`src/rtl/hazard_detection_unit_if.sv`:
```
// hazard_detection_unit_if: pipeline-side hazard inputs and stall/flush controls for the ID-stage hazard unit
interface hazard_detection_unit_if #(parameter int COUNT_WIDTH = 16);
  logic id_ex_mem_read;
  logic [4:0] id_ex_write_register;
  logic [4:0] if_id_read_register_1;
  logic [4:0] if_id_read_register_2;
  logic if_id_uses_rt;
  logic branch_taken;
  logic jump;
  logic pc_write;
  logic if_id_write;
  logic id_ex_bubble;
  logic if_id_flush;
  logic stall_active;
  logic [COUNT_WIDTH-1:0] stall_count;
  logic [COUNT_WIDTH-1:0] flush_count;
  modport master (
    output id_ex_mem_read, id_ex_write_register, if_id_read_register_1, if_id_read_register_2,
           if_id_uses_rt, branch_taken, jump,
    input  pc_write, if_id_write, id_ex_bubble, if_id_flush, stall_active, stall_count, flush_count
  );
  modport slave (
    input  id_ex_mem_read, id_ex_write_register, if_id_read_register_1, if_id_read_register_2,
           if_id_uses_rt, branch_taken, jump,
    output pc_write, if_id_write, id_ex_bubble, if_id_flush, stall_active, stall_count, flush_count
  );
endinterface

```
`src/rtl/hazard_detection_unit.sv`:
```
// hazard_detection_unit: load-use stall and branch/jump flush control with saturating perf counters
module hazard_detection_unit #(
  parameter int LOAD_STALL_CYCLES = 1,
  parameter int COUNT_WIDTH = 16
) (
  input logic clk,
  input logic reset,
  hazard_detection_unit_if.slave bus
);
  typedef enum logic {IDLE, STALL} state_t;
  state_t state, state_n;
  logic [3:0] rem, rem_n;
  logic hazard, stall, flush;
  logic [COUNT_WIDTH-1:0] stall_count, flush_count;
  assign hazard = bus.id_ex_mem_read && bus.id_ex_write_register != 5'd0 &&
                  (bus.id_ex_write_register == bus.if_id_read_register_1 ||
                   (bus.if_id_uses_rt && bus.id_ex_write_register == bus.if_id_read_register_2));
  always_ff @(posedge clk or posedge reset) begin
    if (reset) begin
      state <= IDLE;
      rem <= 4'd0;
    end else begin
      state <= state_n;
      rem <= rem_n;
    end
  end
  always_comb begin
    state_n = state;
    rem_n = rem;
    if (state == IDLE) begin
      if (hazard && LOAD_STALL_CYCLES > 1) begin
        state_n = STALL;
        rem_n = 4'(LOAD_STALL_CYCLES - 1);
      end
    end else begin
      rem_n = rem - 4'd1;
      state_n = (rem == 4'd1) ? IDLE : STALL;
    end
  end
  // reset gates the Mealy hazard term so outputs are clean while reset is held
  always_comb begin
    stall = !reset && (state == STALL || hazard);
    flush = !reset && (bus.branch_taken || bus.jump) && !stall;
    bus.pc_write = !stall;
    bus.if_id_write = !stall;
    bus.id_ex_bubble = stall;
    bus.if_id_flush = flush;
    bus.stall_active = state == STALL;
  end
  always_ff @(posedge clk or posedge reset) begin
    if (reset) begin
      stall_count <= '0;
      flush_count <= '0;
    end else begin
      if (stall && stall_count != '1) stall_count <= stall_count + 1'b1;
      if (flush && flush_count != '1) flush_count <= flush_count + 1'b1;
    end
  end
  assign bus.stall_count = stall_count;
  assign bus.flush_count = flush_count;
endmodule

```
`src/flat_wrapper.sv`:
```
// flat-port wrapper written by rule: the top's interface ports become plain ports
module hazard_detection_unit_flat 
#(
  parameter int LOAD_STALL_CYCLES = 1,
  parameter int COUNT_WIDTH = 16
)
  (clk, reset, bus_id_ex_mem_read, bus_id_ex_write_register, bus_if_id_read_register_1, bus_if_id_read_register_2, bus_if_id_uses_rt, bus_branch_taken, bus_jump, bus_pc_write, bus_if_id_write, bus_id_ex_bubble, bus_if_id_flush, bus_stall_active, bus_stall_count, bus_flush_count);
  hazard_detection_unit_if #(.COUNT_WIDTH(COUNT_WIDTH)) bus_i ();
  input logic clk;
  input logic reset;
  input wire logic [$bits(bus_i.id_ex_mem_read)-1:0] bus_id_ex_mem_read;
  input wire logic [$bits(bus_i.id_ex_write_register)-1:0] bus_id_ex_write_register;
  input wire logic [$bits(bus_i.if_id_read_register_1)-1:0] bus_if_id_read_register_1;
  input wire logic [$bits(bus_i.if_id_read_register_2)-1:0] bus_if_id_read_register_2;
  input wire logic [$bits(bus_i.if_id_uses_rt)-1:0] bus_if_id_uses_rt;
  input wire logic [$bits(bus_i.branch_taken)-1:0] bus_branch_taken;
  input wire logic [$bits(bus_i.jump)-1:0] bus_jump;
  output wire logic [$bits(bus_i.pc_write)-1:0] bus_pc_write;
  output wire logic [$bits(bus_i.if_id_write)-1:0] bus_if_id_write;
  output wire logic [$bits(bus_i.id_ex_bubble)-1:0] bus_id_ex_bubble;
  output wire logic [$bits(bus_i.if_id_flush)-1:0] bus_if_id_flush;
  output wire logic [$bits(bus_i.stall_active)-1:0] bus_stall_active;
  output wire logic [$bits(bus_i.stall_count)-1:0] bus_stall_count;
  output wire logic [$bits(bus_i.flush_count)-1:0] bus_flush_count;
  assign bus_i.id_ex_mem_read = bus_id_ex_mem_read;
  assign bus_i.id_ex_write_register = bus_id_ex_write_register;
  assign bus_i.if_id_read_register_1 = bus_if_id_read_register_1;
  assign bus_i.if_id_read_register_2 = bus_if_id_read_register_2;
  assign bus_i.if_id_uses_rt = bus_if_id_uses_rt;
  assign bus_i.branch_taken = bus_branch_taken;
  assign bus_i.jump = bus_jump;
  assign bus_pc_write = bus_i.pc_write;
  assign bus_if_id_write = bus_i.if_id_write;
  assign bus_id_ex_bubble = bus_i.id_ex_bubble;
  assign bus_if_id_flush = bus_i.if_id_flush;
  assign bus_stall_active = bus_i.stall_active;
  assign bus_stall_count = bus_i.stall_count;
  assign bus_flush_count = bus_i.flush_count;
  hazard_detection_unit #(.LOAD_STALL_CYCLES(LOAD_STALL_CYCLES), .COUNT_WIDTH(COUNT_WIDTH)) u_core (.clk(clk), .reset(reset), .bus(bus_i));
endmodule
```
`config.mk`:
```
export PLATFORM = sky130hd
export DESIGN_NAME = hazard_detection_unit_flat
export DESIGN_NICKNAME = d
export VERILOG_FILES = /design/src/rtl/hazard_detection_unit_if.sv /design/src/rtl/hazard_detection_unit.sv /design/src/flat_wrapper.sv
export SDC_FILE = /design/constraint.sdc
export NUM_CORES = 1
export LEC_CHECK = 0
export CAP_MARGIN = 15
export CORE_MARGIN = 2
export CORE_UTILIZATION = 40
export CTS_BUF_LIST = sky130_fd_sc_hd__clkbuf_8 sky130_fd_sc_hd__clkbuf_16
export CTS_CLUSTER_DIAMETER = 80
export CTS_CLUSTER_SIZE = 16
export DETAILED_ROUTE_END_ITERATION = 16
export PLACE_DENSITY = 0.71
export SLEW_MARGIN = 5
export SYNTH_ARGS = -nofsm -noshare
export SYNTH_HDL_FRONTEND = slang
export SYNTH_SLANG_ARGS = --single-unit
```
`constraint.sdc`:
```
create_clock -name clk -period 4.14 [get_ports clk]
set_input_delay 0.828 -clock clk [delete_from_list [all_inputs] [get_ports clk]]
set_output_delay 0.828 -clock clk [all_outputs]
set_load 0.03 [all_outputs]
```
==> metrics.cfg, run 1 <==
[logic_synthesis]
ys_top_cells_by_count = 37 x dfrtp_1, 27 x xnor2_1, 17 x nand2_1, 15 x nand3_1, 14 x xor2_1
synthMuxAreaShare = 0.0291
synth_area_um2 = 1890
synth_simple_gate_area_frac = 0.201
ys_types = 28
yosysSeqAreaShare = 0.489
ys_dominant_reg_cell = dfrtp_1
synthXorXnorAreaFrac = 0.190
synth_area_leaders = dfrtp_1 49%, xnor2_1 12%, xor2_1 6.5%
yosysTopAreaCellShare = 0.489
synth_async_sr_flop_share = 1.00
ys_seq_elements = 37
synthCells = 177
yosys.area.top_type = dfrtp_1
yosys_warnings = 0
synth_edf_count = 0
syn_avg_cell_area_um2 = 10.7
synth_nets = 202
synth-compound-area-share = 0.0429
synth_top_family_by_area = simple AND/OR/NAND/NOR gates
synthAdderAreaFrac = 0.0264
synth.most_common_cell = dfrtp_1

[routing]
routed_wl_um = 4040
drtAntennaViolNets = 0
avgViaCountPerCell = 5.23
via_count = 1547
wire_per_inst_um = 13.7
drt_iter0_drc = 66
first_pass_iters = 4
drc_errors = 0

[place]
postPlaceCellArea_um2 = 2530
hpwl_um = 3040
dpl_worst_slack_ns = 0.235
gp_congestion = 0.816
placed_cells = 289
io_buffers = 57

[floorplan]
io_pins = 58
coreArea_um2 = 4630
die_w_um = 72.8
die_area_um2 = 5300
die_y_um = 72.8
row_count = 25
start_util = 0.409

[timing]
max_freq_mhz = 257
hold_violations = 0
rsz0062_at_grt = false
hold_ws_ns = 0.483
slew_violations = 0
fin_crit_ns = 3.90
fin_crit_sh = 0.941
setup_viol = 0
skew_ns = 0.00772
maxSlewHeadroom = 0.571
worst_pin_slew_ns = 0.642
setup_tns_ns = 0
fin_ws_ns = 0.242

[layout]
fin_area_um2 = 2640
drive_gt1_frac = 0.0661
area_delta_synth_final_pct = 39.2
fill_cells = 412
nNetsFinal = 267
fin_cells = 296
antennaDiodeCount = 0
fin_util = 0.570

[critical_path]
cpMostUsedCell = clkdlybuf4s50_1
critPathCaptureType = primary output
required_ns = 3.31
path_max_fanout = 4
cp_slowest_cell = clkdlybuf4s50_1
start_kind = input pin
crit_chain = clkdlybuf4s50_1 > or4_1 > o21a_2 > a21oi_2 > or2_1 > clkdlybuf4s50_1
path_class = input pin to primary output
worstPathArrival_ns = 3.07
cpPeakStageDelay_ns = 0.68
path_buf_inv = 2
crit_family = buffers and inverters

[run_status]
run_status = complete, no violations

[clock_network]
cts_root_buffer = clkbuf_8
clkTransAtPathRegs_ns = 0.07
postCtsHoldBufs = 0
post_cts_buffers = 0
numCtsBuffers = 5
clock-sinks = 37
clkLatencyLatePin_ns = 0.29
clock_path_buffers = 2
ctsResizeCount = 0
h-tree-depth = 2
cts_tree = done

[power_and_ir_drop]
ir_drop_uv = 267
switchingPower_mw = 0.325
power.leakage_nw = 1.14
power.density_nw_per_um2 = 390
p_clk_frac = 0.294
pwr-share-seq = 0.439
p_int_mw = 0.704
combinationalPowerShare = 0.266
netSwitchingFraction = 0.316
finalPower_mw = 1.03

[global_routing]
grt_pass1_vias = 1524
grt_pass1_wl_um = 6920
grt_max_degree = 39
grt_antenna_before_repair = 0
grt_usage = 0.168
gr-total-overflow = 0

[run]
max_cap_viol_count = 0

[hold_path]
hold_path.class = flip-flop to flip-flop

-- sequential cells by signal, summed over array words and instances (netlist names) --
name	count
u_core.bus.stall_active	1
u_core.bus.flush_count	16
u_core.bus.stall_count	16
u_core.rem	4
-- final cells by class --
cell class | count | area (um2) | area share
clock buffers | 5 | 68.8 | 0.0261
clock inverters | 2 | 35.0 | 0.0133
inverters | 6 | 22.5 | 0.00854
multi-input cells | 132 | 927 | 0.352
flip-flops and latches | 37 | 926 | 0.351
well taps | 54 | 67.6 | 0.0256
repair buffers | 60 | 591 | 0.224
-- power by group through the flow --
stage | clock [mW] | combinational [mW] | sequential, mW
after floorplan | 0 | 0.0837 | 0.525
after global routing | 0.327 | 0.297 | 0.463
after global placement | 0 | 0.272 | 0.458
after detailed placement | 0 | 0.277 | 0.459
final | 0.303 | 0.274 | 0.452
after CTS | 0.311 | 0.278 | 0.453
-- per-layer routing --
metal	track usage	wire length [um]	up-vias
met1	0.208	1810	754
met5	0	0	-
met3	0.0428	156	9
li1	-	-	749
met2	0.282	2010	35
met4	0.0617	68	0
-- cell usage in the layout, fill, tap and decap left out --
cell	count
nor4_1	6
ha_1	4
xnor2_1	27
mux2_1	4
inv_1	6
nand4_1	9
clkbuf_8	5
dfrtp_1	37
clkdlybuf4s50_1	56
o21a_2	1
xor2_1	14
o221ai_1	1
o221a_2	1
bufinv_16	1
o22ai_1	1
and4_1	2
or4_1	3
o211ai_1	1
nor2_1	5
mux2i_1	1
nor3_1	8
a21oi_1	2
nand3_1	15
clkinv_2	1
nand2_1	17
buf_4	4
a211oi_4	1
or2_1	1
a21oi_2	1
and3_1	6
nand2_2	1
-- logic make-up (layout without fill, tap and decap cells) --
family,Yosys count,count (layout)
compound gates,9,9
xor+xnor,41,41
fa+ha+maj,4,4
buf+inv,8,73
flops,37,37
mux,5,5
simple gates,73,73
-- final timing paths --
check	start	to	slack, ns	cells past startpoint
min in group asynchronous	reset	u_core.rem[0]	1.18	3
min	u_core.rem[3]	u_core.rem[3]	0.48	1
max in group asynchronous	reset	u_core.bus.flush_count[11]	2.63	3
max reg2reg	u_core.bus.stall_count[3]	u_core.bus.stall_count[1]	1.95	5
min reg2reg	u_core.rem[3]	u_core.rem[3]	0.48	1
max	bus_id_ex_write_register[0]	bus_pc_write	0.24	6
Note: power is estimated with default switching activity, not from simulation.
==> inputs of run 2 (changes only) <==
Settings changed: SLEW_MARGIN 5 to 20.
==> results of run 2 <==
No change in the layout: final DEF, timing and power equal those of run 1.
